<file path="config.mk">
export PLATFORM = sky130hd
export DESIGN_NAME = mem_access_unit
export DESIGN_NICKNAME = d
export VERILOG_FILES = /design/src/rtl/mem_access_unit.sv
export SDC_FILE = /design/constraint.sdc
export NUM_CORES = 1
export LEC_CHECK = 0
export ABC_CLOCK_PERIOD_IN_PS = 2400
export CORE_MARGIN = 2
export CORE_UTILIZATION = 30
export CTS_CLUSTER_SIZE = 40
export DETAILED_ROUTE_END_ITERATION = 7
export HOLD_SLACK_MARGIN = 0.12
export PLACE_DENSITY = 0.61
export SLEW_MARGIN = 10
export SYNTH_ARGS = -nofsm -noshare
export SYNTH_HDL_FRONTEND = slang
export SYNTH_SLANG_ARGS = --single-unit
</file>
<file path="constraint.sdc">
create_clock -name clk_i -period 2.4 [get_ports clk_i]
set_input_delay 0.24 -clock clk_i [delete_from_list [all_inputs] [get_ports clk_i]]
set_output_delay 0.24 -clock clk_i [all_outputs]
set_load 0.02 [all_outputs]
</file>
<file path="src/rtl/mem_access_unit.sv">
// Memory-stage access unit: a two-state sequencer that issues data-memory
// requests for loads and stores, stalls the pipeline, and retires into MEM/WB.
module mem_access_unit #(
    parameter int unsigned TIMEOUT_CYCLES = 255
) (
    input  logic        clk_i,
    input  logic        rst_i,
    input  logic        valid_i,
    input  logic        mem_read_i,
    input  logic        mem_write_i,
    input  logic [31:0] addr_i,
    input  logic [31:0] wdata_i,
    input  logic [4:0]  rd_i,
    input  logic        reg_write_i,
    input  logic        mem_to_reg_i,
    output logic        dmem_req_o,
    output logic        dmem_we_o,
    output logic [31:0] dmem_addr_o,
    output logic [31:0] dmem_wdata_o,
    input  logic        dmem_ack_i,
    input  logic [31:0] dmem_rdata_i,
    output logic        stall_o,
    output logic        wb_valid_o,
    output logic        wb_reg_write_o,
    output logic [4:0]  wb_rd_o,
    output logic [31:0] wb_data_o,
    output logic        err_o
);

    // state | meaning
    // IDLE  | accept a new instruction; ALU results and misaligned ops retire next cycle
    // BUSY  | memory request outstanding; wait for ack or give up at the timeout cycle
    typedef enum logic {
        IDLE = 1'b0,
        BUSY = 1'b1
    } state_t;

    // The timeout cycle is the last BUSY cycle in which an ack is still honoured.
    localparam logic [7:0] LAST_WAIT = 8'(TIMEOUT_CYCLES - 1);

    state_t      state_q;
    state_t      state_d;
    logic [7:0]  cnt_q;
    logic [7:0]  cnt_d;

    logic [31:0] addr_q;
    logic [31:0] wdata_q;
    logic        we_q;
    logic [4:0]  rd_q;
    logic        rw_q;
    logic        m2r_q;

    logic        mem_op;
    logic        aligned;
    logic        timeout;
    logic        latch_en;
    logic        wb_fire;
    logic        wb_rw_d;
    logic [4:0]  wb_rd_d;
    logic [31:0] wb_data_d;
    logic        err_set;
    logic        stall;
    logic        req;

    assign mem_op  = mem_read_i | mem_write_i;
    assign aligned = (addr_i[1:0] == 2'b00);
    assign timeout = (cnt_q == LAST_WAIT);

    always_ff @(posedge clk_i or negedge rst_i) begin
        if (!rst_i) begin
            state_q <= IDLE;
            cnt_q   <= 8'd0;
        end else begin
            state_q <= state_d;
            cnt_q   <= cnt_d;
        end
    end

    always_comb begin
        state_d   = state_q;
        cnt_d     = cnt_q;
        latch_en  = 1'b0;
        wb_fire   = 1'b0;
        wb_rw_d   = 1'b0;
        wb_rd_d   = wb_rd_o;
        wb_data_d = wb_data_o;
        err_set   = 1'b0;
        stall     = 1'b0;
        req       = 1'b0;

        case (state_q)
            IDLE: begin
                cnt_d = 8'd0;
                if (valid_i && !mem_op) begin
                    wb_fire   = 1'b1;
                    wb_data_d = addr_i;
                    wb_rd_d   = rd_i;
                    wb_rw_d   = reg_write_i;
                end else if (valid_i && !aligned) begin
                    wb_fire   = 1'b1;
                    wb_data_d = addr_i;
                    wb_rd_d   = rd_i;
                    err_set   = 1'b1;
                end else if (valid_i) begin
                    stall    = 1'b1;
                    latch_en = 1'b1;
                    state_d  = BUSY;
                end
            end

            BUSY: begin
                req = 1'b1;
                if (dmem_ack_i) begin
                    wb_fire   = 1'b1;
                    wb_data_d = (!we_q && m2r_q) ? dmem_rdata_i : addr_q;
                    wb_rd_d   = rd_q;
                    wb_rw_d   = rw_q & ~we_q;
                    state_d   = IDLE;
                end else if (timeout) begin
                    wb_fire   = 1'b1;
                    wb_data_d = addr_q;
                    wb_rd_d   = rd_q;
                    err_set   = 1'b1;
                    state_d   = IDLE;
                end else begin
                    stall = 1'b1;
                    cnt_d = cnt_q + 8'd1;
                end
            end

            default: state_d = IDLE;
        endcase
    end

    always_ff @(posedge clk_i or negedge rst_i) begin
        if (!rst_i) begin
            addr_q  <= 32'd0;
            wdata_q <= 32'd0;
            we_q    <= 1'b0;
            rd_q    <= 5'd0;
            rw_q    <= 1'b0;
            m2r_q   <= 1'b0;
        end else if (latch_en) begin
            addr_q  <= addr_i;
            wdata_q <= wdata_i;
            we_q    <= mem_write_i;
            rd_q    <= rd_i;
            rw_q    <= reg_write_i;
            m2r_q   <= mem_to_reg_i;
        end
    end

    always_ff @(posedge clk_i or negedge rst_i) begin
        if (!rst_i) begin
            wb_valid_o     <= 1'b0;
            wb_reg_write_o <= 1'b0;
            wb_rd_o        <= 5'd0;
            wb_data_o      <= 32'd0;
            err_o          <= 1'b0;
        end else begin
            wb_valid_o     <= wb_fire;
            wb_reg_write_o <= wb_rw_d;
            wb_rd_o        <= wb_rd_d;
            wb_data_o      <= wb_data_d;
            err_o          <= err_o | err_set;
        end
    end

    // Reset gates the combinational stall so it drops in the same cycle reset asserts.
    assign stall_o      = stall & rst_i;
    assign dmem_req_o   = req & rst_i;
    assign dmem_we_o    = dmem_req_o & we_q;
    assign dmem_addr_o  = dmem_req_o ? addr_q  : 32'd0;
    assign dmem_wdata_o = dmem_req_o ? wdata_q : 32'd0;

endmodule
</file>
==> flow_summary.toml <==
[setup_path]
start_kind = "input pin"
crit_end = "dmem_wdata_o[28]"
rr_startpoint = "state_q"
rr_endpoint = "wb_data_o[12]"
arrival_ps = 2090
crit_path_start = "rst_i"
cp_data_required_time_ps = 2160
cp-end-kind = "output port"
cp_max_fo = 54
critPathKind = "input pin to output port"
r2r_cells = 6
r2r_slack_ps = 310

[finish]
n_fill_cell = 1794
design_area_sq_mm = 0.00921
diodes = 0
drive_gt1_share_pct = 25.2
seqCellArea_sq_mm = 0.00303
nets = 819
fin_cells = 986
area_growth_pct = 54.1
post-route-util_pct = 47.1
multiInputGateArea_sq_mm = 0.00273

[placed_design]
post-dp-hpwl_mm = 11.7
pre_cts_ws_ps = 56.0
dpl-instance-area_sq_mm = 0.00850
port_buffers = 215
place.gp.congestion = 0.794
placed_cells = 951

[run_status]
status = "finished, final reports clean"

[route]
drt-total-wl_mm = 17.4
drt_iter0_markers = 188
drt_pass1_iterations = 4
drc = 0
vias_per_cell = 4.81
num_vias = 4742
wire_per_inst_microns = 17.7
postRouteAntennaNets = 0

[die]
die_height_microns = 145
core.rowCount = 51
core-area_sq_mm = 0.0195
boundaryPins = 216
die_w_microns = 145
start_util_pct = 30.6
dieArea_sq_mm = 0.0211

[sta]
finalSetupViolCount = 0
hold_viol_final = 0
rsz0062_at_grt = "yes"
finalSetupTns_ps = 0
tightest_slew_ps = 498
fin_ws_ps = 70.7
timing.fmax_mhz = 429
whs_ps = 224
fin_crit_sh_pct = 97.1
max_slew_margin_pct = 65.9
finalCriticalPeriod_ps = 2330
clock_skew_ps = 9.29
drv_slew = 0

[global_route]
track_usage_pct = 16.8
grt_start_max_net_pins = 63
grt_pass1_vias = 5157
antenna_found_initial = 0
grt_overflow = 0
grt_pass1_wl_mm = 28.0

[synthesis]
synth_top_area_cell = "dfrtp_1"
synth_nets = 598
synthDistinctLibCells = 42
async_reset_ff_share_pct = 100
syn-cell-area_sq_mm = 0.00597
yosysSeqAreaShare_pct = 50.7
ys_ff_latch = 121
netlist.area_leader.share_pct = 50.7
syn_inst = 487
synth_edf_count = 0
synthTopCellsByArea = "dfrtp_1 51%, mux2_2 18%, and3_1 6.9%, mux2i_1 5.4%, mux2_4 4.8%"
ys.flop_type = "dfrtp_1"
synth_area_per_cell_sq_um = 12.3
synth_warnings = 0

[power_and_ir_drop]
power.density_mw_per_mm2 = 793
vdd_ir_drop_max_v = 0.000494
power_mw = 7.30
p_leak_nw = 4.20

[clocking]
root_buffer = "clkbuf_16"
htree_levels = 4
cts_tree = "yes"
clk_pin_slew_ps = 60
cts-buffers-inserted = 17
clk_path_buf_depth = 2
clkSinkCount = 121
insertion_delay_ps = 410

[worst_hold_path]
hold_class = "input pin to asynchronous set/reset pin"

[run]
drv_cap = 0
## final cells by class
class | instances | share of cell area (%)
multi-input combinational | 324 | 29.7
sequential | 121 | 32.9
clock inverter | 13 | 2.09
inverter | 3 | 0.122
clock buffer | 19 | 4.92
timing repair buffer | 241 | 26.6
tap | 265 | 3.60
## placed cells by master (no fill, tap or decap), drive strengths merged, types with 2 or more instances in the layout
cell type | Yosys | final
clkinvlp | 0 | 2
nor2b | 2 | 2
nand3 | 2 | 2
and3 | 67 | 67
ha | 2 | 2
buf | 18 | 25
clkbuf | 21 | 19
and2 | 4 | 4
mux2i | 32 | 32
mux2 | 112 | 112
nor2 | 40 | 40
bufinv | 0 | 4
nand2 | 2 | 2
a31o | 2 | 2
inv | 3 | 5
a211oi | 2 | 2
xnor2 | 3 | 3
dfrtp | 121 | 121
clkdlybuf4s50 | 0 | 213
a21oi | 37 | 37
clkinv | 0 | 5
## synth_stat cells, types with 2 or more instances
cell and instances:
inv_1 2, ha_1 2, buf_4 5, and2_1 4, nor2b_1 2, mux2i_1 32
mux2_4 19, buf_12 2, a31o_2 2, xnor2_1 3, dfrtp_1 121, clkbuf_1 21
a211oi_1 2, a21oi_1 36, mux2_2 93, buf_2 10, nor2_1 40, and3_1 66
nand2_1 2
## routing by layer
metal	track usage, %	up-vias	wire [microns]	part of all wire (%)
met5	0	-	0	0
met4	6.27	0	321	1.8
met3	5.25	23	1170	6.7
met2	27.8	168	8290	48
met1	20.6	2360	7620	44
li1	-	2191	-	-
## worst min-delay path by stage
stage,endpoint,cells after the start
floorplan,addr_q[0],0
global placement,wb_reg_write_o,1
detailed placement,wb_reg_write_o,1
CTS,rd_q[1],2
global route,rd_q[1],2
finish,rd_q[1],2
## kinds of logic after synthesis
kind of cell / synth area share, %
AO/OA/AOI/OAI: 5.24
flip-flops: 50.7
AND/OR/NAND/NOR: 11.7
XOR/XNOR: 0.440
multiplexers: 27.7
adder cells (fa/ha/maj): 0.419
buffers and inverters: 3.83
## state kept, by name, summed over array words and instances, names as in the netlist, 5 cells and up
signal,flops
wdata_q,32
wb_data_o,32
addr_q,32
cnt_q,8
rd_q,5
wb_rd_o,5
## worst max-delay path, stage by stage
cell and delay, ps:
dlygate4sd3_1 540, buf_6 200, buf_16 240, and3_1 210, clkdlybuf4s50_1 610
## report_power, final
| part | internal [mW] | switching, mW | leakage (nW) |
|---|---|---|---|
| clock network | 1.80 | 0.987 | 0.310 |
| logic | 1.04 | 0.786 | 2.44 |
| registers | 2.45 | 0.236 | 1.45 |
| total | 5.29 | 2.01 | 4.20 |
## repair_timing
| action | 4_1_cts | 5_1_grt |
|---|---|---|
| setup buffers | 0 | 1 |
| hold endpoints to repair | 85 | 0 |
| hold buffers | 1 | 0 |
| endpoints found under the setup margin | 7 | 8 |
| resized for setup | 2 | 1 |
| cloned | 1 | 0 |
Power figures use the tool's default switching activity.
==> RTL edit, RTL diff (same settings) <==
Register the output `err_o` once more, cleared by the reset; this adds one clock of latency there. The other outputs are not delayed to match.
--- a/src/rtl/mem_access_unit.sv
+++ b/src/rtl/mem_access_unit.sv
@@ -38,4 +38,6 @@
     // The timeout cycle is the last BUSY cycle in which an ack is still honoured.
     localparam logic [7:0] LAST_WAIT = 8'(TIMEOUT_CYCLES - 1);
+
+    logic err_s0;
 
     state_t      state_q;
@@ -157,5 +159,5 @@
             wb_rd_o        <= 5'd0;
             wb_data_o      <= 32'd0;
-            err_o          <= 1'b0;
+            err_s0         <= 1'b0;
         end else begin
             wb_valid_o     <= wb_fire;
@@ -163,5 +165,5 @@
             wb_rd_o        <= wb_rd_d;
             wb_data_o      <= wb_data_d;
-            err_o          <= err_o | err_set;
+            err_s0         <= err_s0 | err_set;
         end
     end
@@ -174,3 +176,11 @@
     assign dmem_wdata_o = dmem_req_o ? wdata_q : 32'd0;
 
+    always_ff @(posedge clk_i or negedge rst_i) begin
+        if (!rst_i) begin
+            err_o <= '0;
+        end else begin
+            err_o <= err_s0;
+        end
+    end
+
 endmodule
Formal check against the unedited RTL: not equivalent (Yosys sat finds a counterexample within 4 cycles, from zero or initial values and one cycle with rst_i low).
==> RTL edit against the unedited design <==
First-iteration DRC count is 12% lower; sequential cell count rose by 1; maximum frequency up 3.1%; critical endpoint is now dmem_addr_o[28]; synthesized cell count up 8.4%; routed wire length rose by 4.9%; critical path type is now register to primary output; area after synthesis is 0.73% higher; setup slack improved by 0.070 ns; total power fell by 5.5%; cell area is essentially flat; clock power decreased by 13%.
==> RTL edit: results (changes against the unedited design) <==
[run_status]
outcome=finished clean

[placement]
globalplace.congestion=0.8068  ; +1.7%
dp_hpwl_um=12120  ; +3.8%
post_dp_cell_area_um2=8518  ; +0.27%
io_buffers=215  ; unchanged
dpl.cell_count=992  ; +4.3%

[cells_and_area]
final_nets=867  ; +5.9%
antennaDiodeCount=0  ; unchanged
finalNonFillerCells=1034  ; +4.9%
top_regs=addr_q (32), wb_data_o (32), wdata_q (32)
drive_above_1_share_pct=23.67  ; -1.6 points

[timing]
tightest_slew_ns=0.8081  ; +0.3096 ns
finClkSkew_ns=0.009252  ; -0.00004033 ns

[routing]
vias=4998  ; +5.4%
wirelength_um=18250  ; +4.9%
drt_iter0_drc=166  ; -12%
drt_first_pass_iters=4  ; unchanged

[synthesis]
synth_top_family_by_area=multiplexers
synth_area_leaders=dfrtp_1 51%, mux2_2 17%, and3_1 6.8%
synth.distinct_cells=41  ; -2.4%
async_reset_ff_share_pct=100.0  ; unchanged
synth_xor_area_share_pct=0.2911  ; -0.15 points
netlist_instances=528  ; +8.4%
ys_seq_area_share_pct=50.73  ; about the same
yosys-top-cells-count=122 x dfrtp_1, 93 x mux2_2, 68 x a21oi_1
synth_adder_area_share_pct=0.4158  ; -0.0030 points
synth_mux_area_share_pct=22.52  ; -5.1 points
syn_nets=639  ; +6.9%
synth_compound_area_share_pct=7.796  ; +2.6 points
yosysWarningCount=0  ; unchanged

[clock_tree]
cts_buffer_depth=2  ; unchanged
numCtsBuffers=17  ; unchanged
clk_latency_ns=0.41  ; about the same
cts-root-buf=clkbuf_16
cts_htree_levels=4  ; unchanged
clk_pin_slew_ns=0.06  ; about the same

[global_route]
grtUsageMet2_pct=28.27  ; +0.44 points
antenna_found_initial=0  ; unchanged
grt_pass1_vias=5438  ; +5.4%
track_usage_pct=17.42  ; +0.61 points
grt_pass1_wl_um=29550  ; +5.7%
met3_usage_pct=6.176  ; +0.92 points
gr-usage-met1_pct=21.98  ; +1.4 points
grt_max_degree=74  ; +17%

[setup_path]
worstPathArrival_ns=2.02  ; -0.07 ns
critPathMaxStageDelay_ns=0.61  ; about the same
crit_fanout=35  ; -35%
slowest_stage=clkdlybuf4s50_1

[power_and_ir_drop]
ir_drop_uv=451.5  ; -8.5%
p_leak_nw=4.113  ; -2.1%

[min_path]
min_path_type=input pin to async pin

-- RTL edit: logic make-up (layout without fill, tap and decap cells) --
logic type      after synthesis  in the layout
compound gates               82             82
fa+ha+maj                     2              2
simple gates                161            161
xor+xnor                      2              2
mux                         113            113
buf+inv                      46            287
flops                       122            122
-- RTL edit: final cells by class --
type / count / area, um2
multi-input cells: 360 / 2703
well taps: 265 / 331.6
clock buffers: 19 / 442.9
clock inverters: 13 / 120.1
fillers: 1826 / 10390
flip-flops and latches: 122 / 3054
inverters: 3 / 11.26
repair buffers: 252 / 2537
-- RTL edit: metrics by stage --
stage               power [mW]  utilization (%)  setup slack [ns]
detailed placement       4.492            43.48            0.1356
global placement         4.431            43.48            0.1357
global route             7.259            46.96           0.05516
floorplan                3.636                -            0.4949
finish                   6.902            46.96            0.1405
CTS                      6.996            46.96           0.03182
-- RTL edit: worst paths after layout --
path	start	to	slack, ns	cells past startpoint
worst min register to register	err_s0	err_o	0.39	0
min in group clk_i	err_s0	err_o	0.39	0
worst max-delay path	state_q	dmem_addr_o[28]	0.14	3
worst min-delay path	rst_i	addr_q[11]	0.15	4
worst max register to register	cnt_q[1]	wb_data_o[31]	0.30	7
max in group asynchronous	rst_i	wb_data_o[2]	1.04	4
-- RTL edit: critical path: cells and delay by family, from the launching register on --
family / cells / cell delay [ns]
buffers and inverters: 2 / 0.95
DFF: 1 / 0.38
and+or+nand+nor: 1 / 0.25
-- RTL edit: metal layers --
layer	share of wire, %	wire length, um	vias up
met5	0	0	-
met4	1.6	285	0
met2	46	8453	182
met1	44	8106	2479
li1	-	-	2313
met3	7.7	1409	24
-- RTL edit: timing repair --
| item | CTS | global route |
|---|---|---|
| hold buffers | 10 | 0 |
| buffers inserted | 0 | 0 |
| hold endpoints to repair | 88 | 0 |
| resized for setup | 1 | 4 |
| setup endpoints to repair | 1 | 4 |
-- RTL edit: power breakdown --
group          total (mW)  switching (mW)  internal, mW
Clock                2.43           0.970          1.46
Sequential           2.70           0.243          2.46
Combinational        1.77           0.786         0.985
